File: config.mk
export PLATFORM = sky130hd
export DESIGN_NAME = game_countdown_flat
export DESIGN_NICKNAME = d
export VERILOG_FILES = /design/src/rtl/game_countdown_pkg.sv /design/src/rtl/game_countdown_if.sv /design/src/rtl/game_countdown_bcd_digit_down.sv /design/src/rtl/game_countdown.sv /design/src/flat_wrapper.sv
export SDC_FILE = /design/constraint.sdc
export NUM_CORES = 1
export LEC_CHECK = 0
export ABC_AREA = 1
export ABC_CLOCK_PERIOD_IN_PS = 3720
export BUFFER_PORTS_ARGS = -buffer_cell sky130_fd_sc_hd__clkbuf_2
export CORE_UTILIZATION = 53
export CTS_BUF_LIST = sky130_fd_sc_hd__clkbuf_2
export DETAILED_ROUTE_END_ITERATION = 8
export PLACE_DENSITY_LB_ADDON = 0.2
export SLEW_MARGIN = 30
export SYNTH_ARGS = -nofsm -noshare
export SYNTH_HDL_FRONTEND = slang
export SYNTH_SLANG_ARGS = --single-unit
File: constraint.sdc
create_clock -name clk -period 3.72 [get_ports clk]
set_input_delay 0.744 -clock clk [delete_from_list [all_inputs] [get_ports clk]]
set_output_delay 0.744 -clock clk [all_outputs]
set_load 0.1 [all_outputs]
File: src/rtl/game_countdown_pkg.sv
// Shared definitions for the whack-a-mole round timer: state encodings,
// BCD digit width, the game-wide 1 Hz divider constant and a BCD helper.
package game_countdown_pkg;

   typedef enum logic [1:0] {
      ST_IDLE    = 2'd0,
      ST_RUNNING = 2'd1,
      ST_PAUSED  = 2'd2,
      ST_DONE    = 2'd3
   } state_t;

   localparam int BCD_W = 4;

   // clock_divider terminal count for a 1 Hz tick from clk_sys = 50 MHz
   localparam logic [27:0] DIV_1HZ_50MHZ = 28'd49_999_999;

   function automatic logic [2*BCD_W-1:0] to_bcd(input int unsigned v);
      return {4'(v / 32'd10), 4'(v % 32'd10)};
   endfunction

endpackage

File: src/rtl/game_countdown_if.sv
// Signal bundle between the round timer, its clock_divider and the display.
// The timer is the slave side; the surrounding game logic is the master.
interface game_countdown_if #(
   parameter int CNT_W = 28
);
   import game_countdown_pkg::*;

   logic [CNT_W-1:0] divider_count;
   logic             start;
   logic             pause;
   logic             divider_enable;
   logic [BCD_W-1:0] seconds_tens;
   logic [BCD_W-1:0] seconds_ones;
   logic             running;
   logic             time_up;

   modport master (
      output divider_count, start, pause,
      input  divider_enable, seconds_tens, seconds_ones, running, time_up
   );

   modport slave (
      input  divider_count, start, pause,
      output divider_enable, seconds_tens, seconds_ones, running, time_up
   );

endinterface

File: src/rtl/game_countdown_bcd_digit_down.sv
// One BCD digit of a down-counter (bcd_digit_down): decrements on borrow_in,
// wrapping 0 -> 9 and passing the borrow to the next digit.
module game_countdown_bcd_digit_down
   import game_countdown_pkg::*;
(
   input  logic [BCD_W-1:0] digit_in,
   input  logic             borrow_in,
   output logic [BCD_W-1:0] digit_out,
   output logic             borrow_out
);

   always_comb begin
      digit_out  = digit_in;
      borrow_out = 1'b0;
      if (borrow_in) begin
         if (digit_in == '0) begin
            digit_out  = 4'd9;
            borrow_out = 1'b1;
         end else begin
            digit_out = digit_in - 4'd1;
         end
      end
   end

endmodule

File: src/rtl/game_countdown.sv
// Round timer: counts a two-digit BCD seconds value down on each divider
// terminal count and pulses time_up once when the round expires.
//
//  state      | meaning
//  -----------+-----------------------------------------------------------
//  ST_IDLE    | waiting for start, seconds preloaded, divider frozen
//  ST_RUNNING | divider enabled, each divider_count==0 removes one second
//  ST_PAUSED  | divider frozen, seconds held until pause drops
//  ST_DONE    | seconds at 00, waiting for start
module game_countdown
   import game_countdown_pkg::*;
#(
   parameter int START_SECONDS = 60,
   parameter int CNT_W         = 28
) (
   input logic             clk,
   input logic             reset,
   game_countdown_if.slave bus
);

   localparam logic [2*BCD_W-1:0] START_BCD = to_bcd(START_SECONDS);

   state_t           state;
   logic [BCD_W-1:0] tens;
   logic [BCD_W-1:0] ones;
   logic             time_up_q;

   logic             tick;
   logic             at_one;
   logic [BCD_W-1:0] ones_dec;
   logic [BCD_W-1:0] tens_dec;
   logic             ones_borrow;
   logic             tens_borrow;

   assign tick   = (bus.divider_count == {CNT_W{1'b0}}) && (state == ST_RUNNING);
   assign at_one = (tens == 4'd0) && (ones == 4'd1);

   game_countdown_bcd_digit_down u_ones (
      .digit_in   (ones),
      .borrow_in  (1'b1),
      .digit_out  (ones_dec),
      .borrow_out (ones_borrow)
   );

   game_countdown_bcd_digit_down u_tens (
      .digit_in   (tens),
      .borrow_in  (ones_borrow),
      .digit_out  (tens_dec),
      .borrow_out (tens_borrow)
   );

   always_ff @(posedge clk or negedge reset) begin
      if (!reset) begin
         state     <= ST_IDLE;
         tens      <= START_BCD[2*BCD_W-1:BCD_W];
         ones      <= START_BCD[BCD_W-1:0];
         time_up_q <= 1'b0;
      end else begin
         time_up_q <= 1'b0;
         if (bus.start) begin
            state <= ST_RUNNING;
            tens  <= START_BCD[2*BCD_W-1:BCD_W];
            ones  <= START_BCD[BCD_W-1:0];
         end else begin
            case (state)
               ST_RUNNING: begin
                  if (tick && at_one) begin
                     tens      <= 4'd0;
                     ones      <= 4'd0;
                     time_up_q <= 1'b1;
                     state     <= ST_DONE;
                  // a tens borrow would mean 00 -> 99; refuse it outright
                  end else if (tick && !tens_borrow) begin
                     tens <= tens_dec;
                     ones <= ones_dec;
                     if (bus.pause) state <= ST_PAUSED;
                  end else if (bus.pause) begin
                     state <= ST_PAUSED;
                  end
               end
               ST_PAUSED: begin
                  if (!bus.pause) state <= ST_RUNNING;
               end
               default: ;
            endcase
         end
      end
   end

   assign bus.divider_enable = (state == ST_RUNNING);
   assign bus.running        = (state == ST_RUNNING);
   assign bus.seconds_tens   = tens;
   assign bus.seconds_ones   = ones;
   assign bus.time_up        = time_up_q;

endmodule

File: src/flat_wrapper.sv
// flat-port wrapper written by rule: the top's interface ports become plain ports
module game_countdown_flat import game_countdown_pkg::*;
#(
   parameter int START_SECONDS = 60,
   parameter int CNT_W         = 28
)
  (clk, reset, bus_divider_count, bus_start, bus_pause, bus_divider_enable, bus_seconds_tens, bus_seconds_ones, bus_running, bus_time_up);
  game_countdown_if #(.CNT_W(CNT_W)) bus_i ();
  input logic clk;
  input logic reset;
  input wire logic [$bits(bus_i.divider_count)-1:0] bus_divider_count;
  input wire logic [$bits(bus_i.start)-1:0] bus_start;
  input wire logic [$bits(bus_i.pause)-1:0] bus_pause;
  output wire logic [$bits(bus_i.divider_enable)-1:0] bus_divider_enable;
  output wire logic [$bits(bus_i.seconds_tens)-1:0] bus_seconds_tens;
  output wire logic [$bits(bus_i.seconds_ones)-1:0] bus_seconds_ones;
  output wire logic [$bits(bus_i.running)-1:0] bus_running;
  output wire logic [$bits(bus_i.time_up)-1:0] bus_time_up;
  assign bus_i.divider_count = bus_divider_count;
  assign bus_i.start = bus_start;
  assign bus_i.pause = bus_pause;
  assign bus_divider_enable = bus_i.divider_enable;
  assign bus_seconds_tens = bus_i.seconds_tens;
  assign bus_seconds_ones = bus_i.seconds_ones;
  assign bus_running = bus_i.running;
  assign bus_time_up = bus_i.time_up;
  game_countdown #(.START_SECONDS(START_SECONDS), .CNT_W(CNT_W)) u_core (.clk(clk), .reset(reset), .bus(bus_i));
endmodule
==> impl_metrics.yaml, run 1 <==
synth:
  synthArstFlopShare_pct: 100.0
  synth_edf_count: 0
  yosysWarnings: 0
  synth_top_cell_area_share_pct: 22.00
  syn-num-nets: 189
  syn_inst: 153
  synth_most_common_cell: "nand2_1"
  ys_types: 27
  synth_area_leaders: "dfrtp_1 (22%), nand2_1 (13%), inv_1 (12%)"
  ys_ff_latch: 11
  synth_commonest_cells: "nand2_1 (36), inv_1 (32), nor2_1 (23)"
  seq_area_frac_synth_pct: 27.14
  synth_ff_type: "dfrtp_1"
  syn_area_mm2: 0.001023
  synth_area_leader_cell: "dfrtp_1"
  syn_avg_cell_area_um2: 6.689
clock_tree:
  post-cts-setup-buffers: 0
  h-tree-depth: 1
  cts_root_buffer: "clkbuf_2"
  cts_buffers: 3
  path_clk_slew_ps: 110
  clk_path_buf_depth: 2
  cts_tree: "done"
  cts.sinks: 11
  insertion_delay_ps: 270
  cts.hold.buffers_added: 0
  ctsResizeCount: 0
critical_path:
  cp_top_family: "buffers and inverters"
  slowest_delay_ps: 470
  critPathSlowestCell: "clkbuf_2"
  cp.arrival_ps: 1390
  worstPathMaxFanout: 4
  path_cells: "inv_2 > nand2_2 > inv_1 > clkbuf_2"
  crit_type: "flip-flop to primary output"
  worst_setup_path_end_kind: "primary output"
  crit_buf_inv: 3
  required_ps: 2980
  worst_setup_path_start_kind: "flip-flop"
placed_design:
  place_area_mm2: 0.001246
  port_buffers: 42
  dp_slack_ps: 1869
  place_congestion: 0.8072
  post-dp-hpwl_mm: 1.838
global_route:
  overflow: 0
  antenna_found_initial: 0
  grt_pass1_vias: 934
  grt_usage_pct: 23.77
  grt_pass1_wl_mm: 3.574
  grt_max_degree: 12
sta:
  fin_setup_tns_ps: 0
  period_needed_ps: 2131
  worst_slack_ps: 1589
  setup_viol: 0
  skew_ps: 3.453
  hold_violations: 0
  finalMaxSlewViolations: 0
  fin_crit_sh_pct: 57.28
  fmax_ghz: 0.4693
  worst_pin_slew_ps: 543.6
  maxSlewHeadroom_pct: 63.91
  rsz0062_at_grt: "false"
final_layout:
  synthToLayoutAreaGrowth_pct: 23.72
  insertedDiodeCount: 0
  fillers: 169
  final_area_mm2: 0.001266
  layout.nets: 234
  drive_gt1_share_pct: 32.99
detailed_routing:
  routed_wl_mm: 2.197
  first_pass_iters: 4
  drt_iter0_markers: 24
  drtAntennaViolNets: 0
  via_per_inst: 4.739
  wl_per_cell_um: 9.896
  route.detailed.drc: 0
  vias: 1052
run_status:
  status: "completed"
die:
  initial_core_util_pct: 58.01
  io_pins: 43
  core_mm2: 0.001764
  die_w_um: 45.95
  row_count: 15
  fp.dieArea_mm2: 0.002111
  fp.dieH_um: 45.95
power:
  irDropWorstVdd_mv: 0.7468
  leakage_nw: 0.7436
  totalPowerFinal_uw: 991.3
  powerDensity_mw_per_mm2: 782.9
run:
  cap_viol_max_count: 0
min_path:
  hp-class: "input pin to async pin"
metrics by stage:
step	instances	hold WS (ps)	util, %
after floorplan	153	448.4	-
after global placement	218	483.4	70.64
after detailed placement	218	482.6	70.64
after CTS	222	322.4	71.77
after global routing	222	334.8	71.77
final	222	328.5	71.77
where the power goes:
group	internal (mW)	switching, mW	leakage (nW)
Combinational	0.151	0.551	0.590
Sequential	0.172	0.0472	0.137
Clock	0.0285	0.0410	0.0166
Total	0.352	0.640	0.744
worst paths after layout:
check                                            from                    endpoint  slack [ps]  cells past startpoint
max in group asynchronous                       reset  u_core.bus.seconds_tens[1]        3120                      1
min in group clk           u_core.bus.seconds_tens[1]  u_core.bus.seconds_tens[1]         500                      2
min                                             reset  u_core.bus.seconds_tens[0]         330                      1
max reg2reg                u_core.bus.seconds_tens[1]  u_core.bus.seconds_ones[1]        2020                     10
max                                   u_core.state[1]                 bus_running        1590                      4
min reg2reg                u_core.bus.seconds_tens[1]  u_core.bus.seconds_tens[1]         500                      2
per-layer routing:
layer | vias to the layer above | GRT usage [%] | part of all wire, %
met5 | - | 0 | 0
met4 | 0 | 5.294 | 0.36
met3 | 2 | 7.143 | 5.2
met2 | 33 | 44.51 | 52
met1 | 455 | 25.74 | 43
li1 | 562 | - | -
logic make-up after synthesis:
kind of cell             Yosys count  share of synthesized area [%]
adder cells (fa/ha/maj)            4                          4.890
buffers and inverters             35                          13.94
flip-flops                        11                          27.14
XOR/XNOR                           4                          3.424
AO/OA/AOI/OAI                      7                          5.133
AND/OR/NAND/NOR                   92                          45.48
layout by cell type (no fill, tap or decap):
| cell | count |
|---|---|
| clkbuf_2 | 46 |
| nand2_1 | 36 |
| inv_1 | 32 |
| nor2_1 | 23 |
| nand3_1 | 12 |
| dfrtp_1 | 9 |
| nor4_1 | 5 |
| o21ai_2 | 4 |
| ha_1 | 4 |
| nand2_4 | 3 |
| xor2_1 | 3 |
| nand4_1 | 2 |
| or2_2 | 2 |
| nand3_2 | 2 |
| nor2_4 | 2 |
| dfstp_2 | 2 |
| inv_2 | 1 |
| nand2_2 | 1 |
| nor3_4 | 1 |
| and2_0 | 1 |
| nand3_4 | 1 |
| nor3_1 | 1 |
| xnor2_1 | 1 |
| o31ai_1 | 1 |
| a21oi_1 | 1 |
| o21ai_1 | 1 |
registers in the layout, summed over array words and instances, names as in the netlist:
name	count
u_core.state	2
u_core.bus.seconds_ones	4
u_core.bus.seconds_tens	4
u_core.bus.time_up	1
area by class of cell:
cell class / count / area [um^2] / share of cell area, %
tap: 25 / 31.28 / 2.470
multi-input combinational: 107 / 603.1 / 47.63
timing repair buffer: 42 / 210.2 / 16.60
clock buffer: 4 / 20.02 / 1.581
inverter: 33 / 123.9 / 9.783
sequential: 11 / 277.8 / 21.94
Power figures use the tool's default switching activity.
==> run 2, diff against run 1 <==
--- a/config.mk
+++ b/config.mk
@@ -6,9 +6,9 @@
 export NUM_CORES = 1
 export LEC_CHECK = 0
 export ABC_AREA = 1
-export ABC_CLOCK_PERIOD_IN_PS = 3720
+export ABC_CLOCK_PERIOD_IN_PS = 1700
 export BUFFER_PORTS_ARGS = -buffer_cell sky130_fd_sc_hd__clkbuf_2
-export CORE_UTILIZATION = 53
+export CORE_UTILIZATION = 44
 export CTS_BUF_LIST = sky130_fd_sc_hd__clkbuf_2
 export DETAILED_ROUTE_END_ITERATION = 8
 export PLACE_DENSITY_LB_ADDON = 0.2
==> constraint.sdc (replaced) <==
create_clock -name clk -period 1.7 [get_ports clk]
set_input_delay 0.34 -clock clk [delete_from_list [all_inputs] [get_ports clk]]
set_output_delay 0.34 -clock clk [all_outputs]
set_load 0.1 [all_outputs]
==> impl_metrics.yaml, run 2 (synthesis results as in run 1) <==
final_layout:
  final_area_mm2: 0.001409
  layout.nets: 236
  drive_gt1_share_pct: 40.20
  synthToLayoutAreaGrowth_pct: 37.65
  final_common_cell: "clkbuf_2"
  insertedDiodeCount: 0
  final_cell_mix: "clkbuf_2 (42), nand2_1 (35), inv_1 (28)"
  utilization_pct: 63.69
  fin_cells: 227
detailed_routing:
  via_per_inst: 4.546
  wl_per_cell_um: 9.480
  drtAntennaViolNets: 0
  routed_wl_mm: 2.152
  first_pass_iters: 4
  drt_iter0_markers: 12
  vias: 1032
  route.detailed.drc: 0
global_route:
  grt_pass1_wl_mm: 3.788
  overflow: 0
  antenna_found_initial: 0
  grt_pass1_vias: 990
  grt_usage_pct: 19.68
  grt_max_degree: 12
sta:
  setup_viol: 0
  finalMaxSlewViolations: 0
  rsz0062_at_grt: "true"
  maxSlewHeadroom_pct: 64.22
  fin_crit_sh_pct: 95.08
  period_needed_ps: 1616
  skew_ps: 6.787
  worst_pin_slew_ps: 539.0
  hold_violations: 0
  fmax_ghz: 0.6187
die:
  core_mm2: 0.002212
  row_count: 17
  die_w_um: 50.23
  initial_core_util_pct: 46.27
  io_pins: 43
  fp.dieH_um: 50.23
  fp.dieArea_mm2: 0.002523
critical_path:
  critPathSlowestCell: "dfstp_4"
  path_cells: "inv_4 > ha_4 > nand3_4 > nor3_4 > nand3_4 > nand2_4 > nand2_4 > nand2_1 > o21ai_2"
  worstReg2RegEnd: "u_core.bus.seconds_tens[3]"
  worst_setup_path_end_kind: "flip-flop"
  cp_top_family: "simple AND/OR/NAND/NOR gates"
  worstPathMaxFanout: 8
  worst_setup_path_start_kind: "flip-flop"
  crit_type: "flip-flop to flip-flop"
  cp.arrival_ps: 1780
  slowest_delay_ps: 510
  crit_buf_inv: 1
  r2r_cells: 9
  rr_startpoint: "u_core.bus.seconds_tens[1]"
  r2r_slack_ps: 80
  required_ps: 1860
placed_design:
  post-dp-hpwl_mm: 1.818
  place_inst: 221
  place_area_mm2: 0.001366
  place_congestion: 0.8263
  port_buffers: 42
min_path:
  min_to: "u_core.bus.time_up"
  min_from: "bus_start"
  hp-class: "input pin to flip-flop"
  worstHoldPathCells: 2
clock_tree:
  path_clk_slew_ps: 100
  cts_buffers: 3
  h-tree-depth: 1
  cts.sinks: 11
  cts_root_buffer: "clkbuf_2"
  insertion_delay_ps: 260
  cts_tree: "done"
  clk_path_buf_depth: 2
run:
  cap_viol_max_count: 0
power:
  irDropWorstVdd_mv: 1.781
  totalPowerFinal_mw: 2.477
  leakage_nw: 0.7585
  powerDensity_mw_per_mm2: 1758
run_status:
  status: "completed"
run 2: how the worst max path moves through the flow:
stage | from | slack, ps | depth (start not counted) | to
after global placement | u_core.bus.seconds_tens[0] | 130 | 9 | u_core.bus.seconds_tens[3]
after CTS | u_core.bus.seconds_tens[0] | 50 | 9 | u_core.state[0]
after detailed placement | u_core.bus.seconds_tens[0] | 70 | 9 | u_core.state[0]
after global routing | u_core.bus.seconds_tens[1] | -8 | 9 | u_core.state[0]
final | u_core.bus.seconds_tens[1] | 80 | 9 | u_core.bus.seconds_tens[3]
after floorplan | u_core.bus.seconds_tens[0] | -20 | 9 | u_core.bus.seconds_tens[3]
run 2: layout make-up:
class	instances	area (um^2)
repair buffers	44	287.8
flip-flops and latches	11	300.3
multi-input cells	107	635.6
inverters	33	130.1
well taps	28	35.03
clock buffers	4	20.02
fillers	201	803.3
run 2: metrics by stage:
stage	hold slack (ps)	setup TNS [ps]	setup WS (ps)
3_3_place_gp	224.1	0	131.3
3_5_place_dp	224.3	0	71.12
5_1_grt	353.7	-9.488	-8.463
2_1_floorplan	44.41	-15.93	-15.93
4_1_cts	352.3	0	47.26
6_report	358.3	0	83.72
run 2: routing by layer:
layer | part of all wire [%] | GRT usage, % | routed length, um
met3 | 4.1 | 6.061 | 89
met4 | 0.46 | 6.190 | 10
met2 | 52 | 35.78 | 1113
met5 | 0 | 0 | 0
met1 | 44 | 21.40 | 938
run 2: power by group:
part           switching, mW  internal (mW)  total (mW)
Combinational           1.26          0.537        1.80
Clock                 0.0813         0.0625       0.144
Sequential             0.121          0.413       0.534
Total                   1.46           1.01        2.48
run 2: timing repair:
| action | 4_1_cts | 5_1_grt |
|---|---|---|
| endpoints found under the setup margin | 0 | 6 |
| hold buffers | 1 | 0 |
| resized for setup | 0 | 2 |
| endpoints found under the hold margin | 9 | 0 |
| buffers inserted | 0 | 1 |
run 2: worst reg2reg max path, stage by stage, from the launching register on:
cell	delay, ps
dfstp_4	510
inv_4	80
ha_4	130
nand3_4	100
nor3_4	230
nand3_4	140
nand2_4	110
nand2_4	90
nand2_1	80
o21ai_2	50
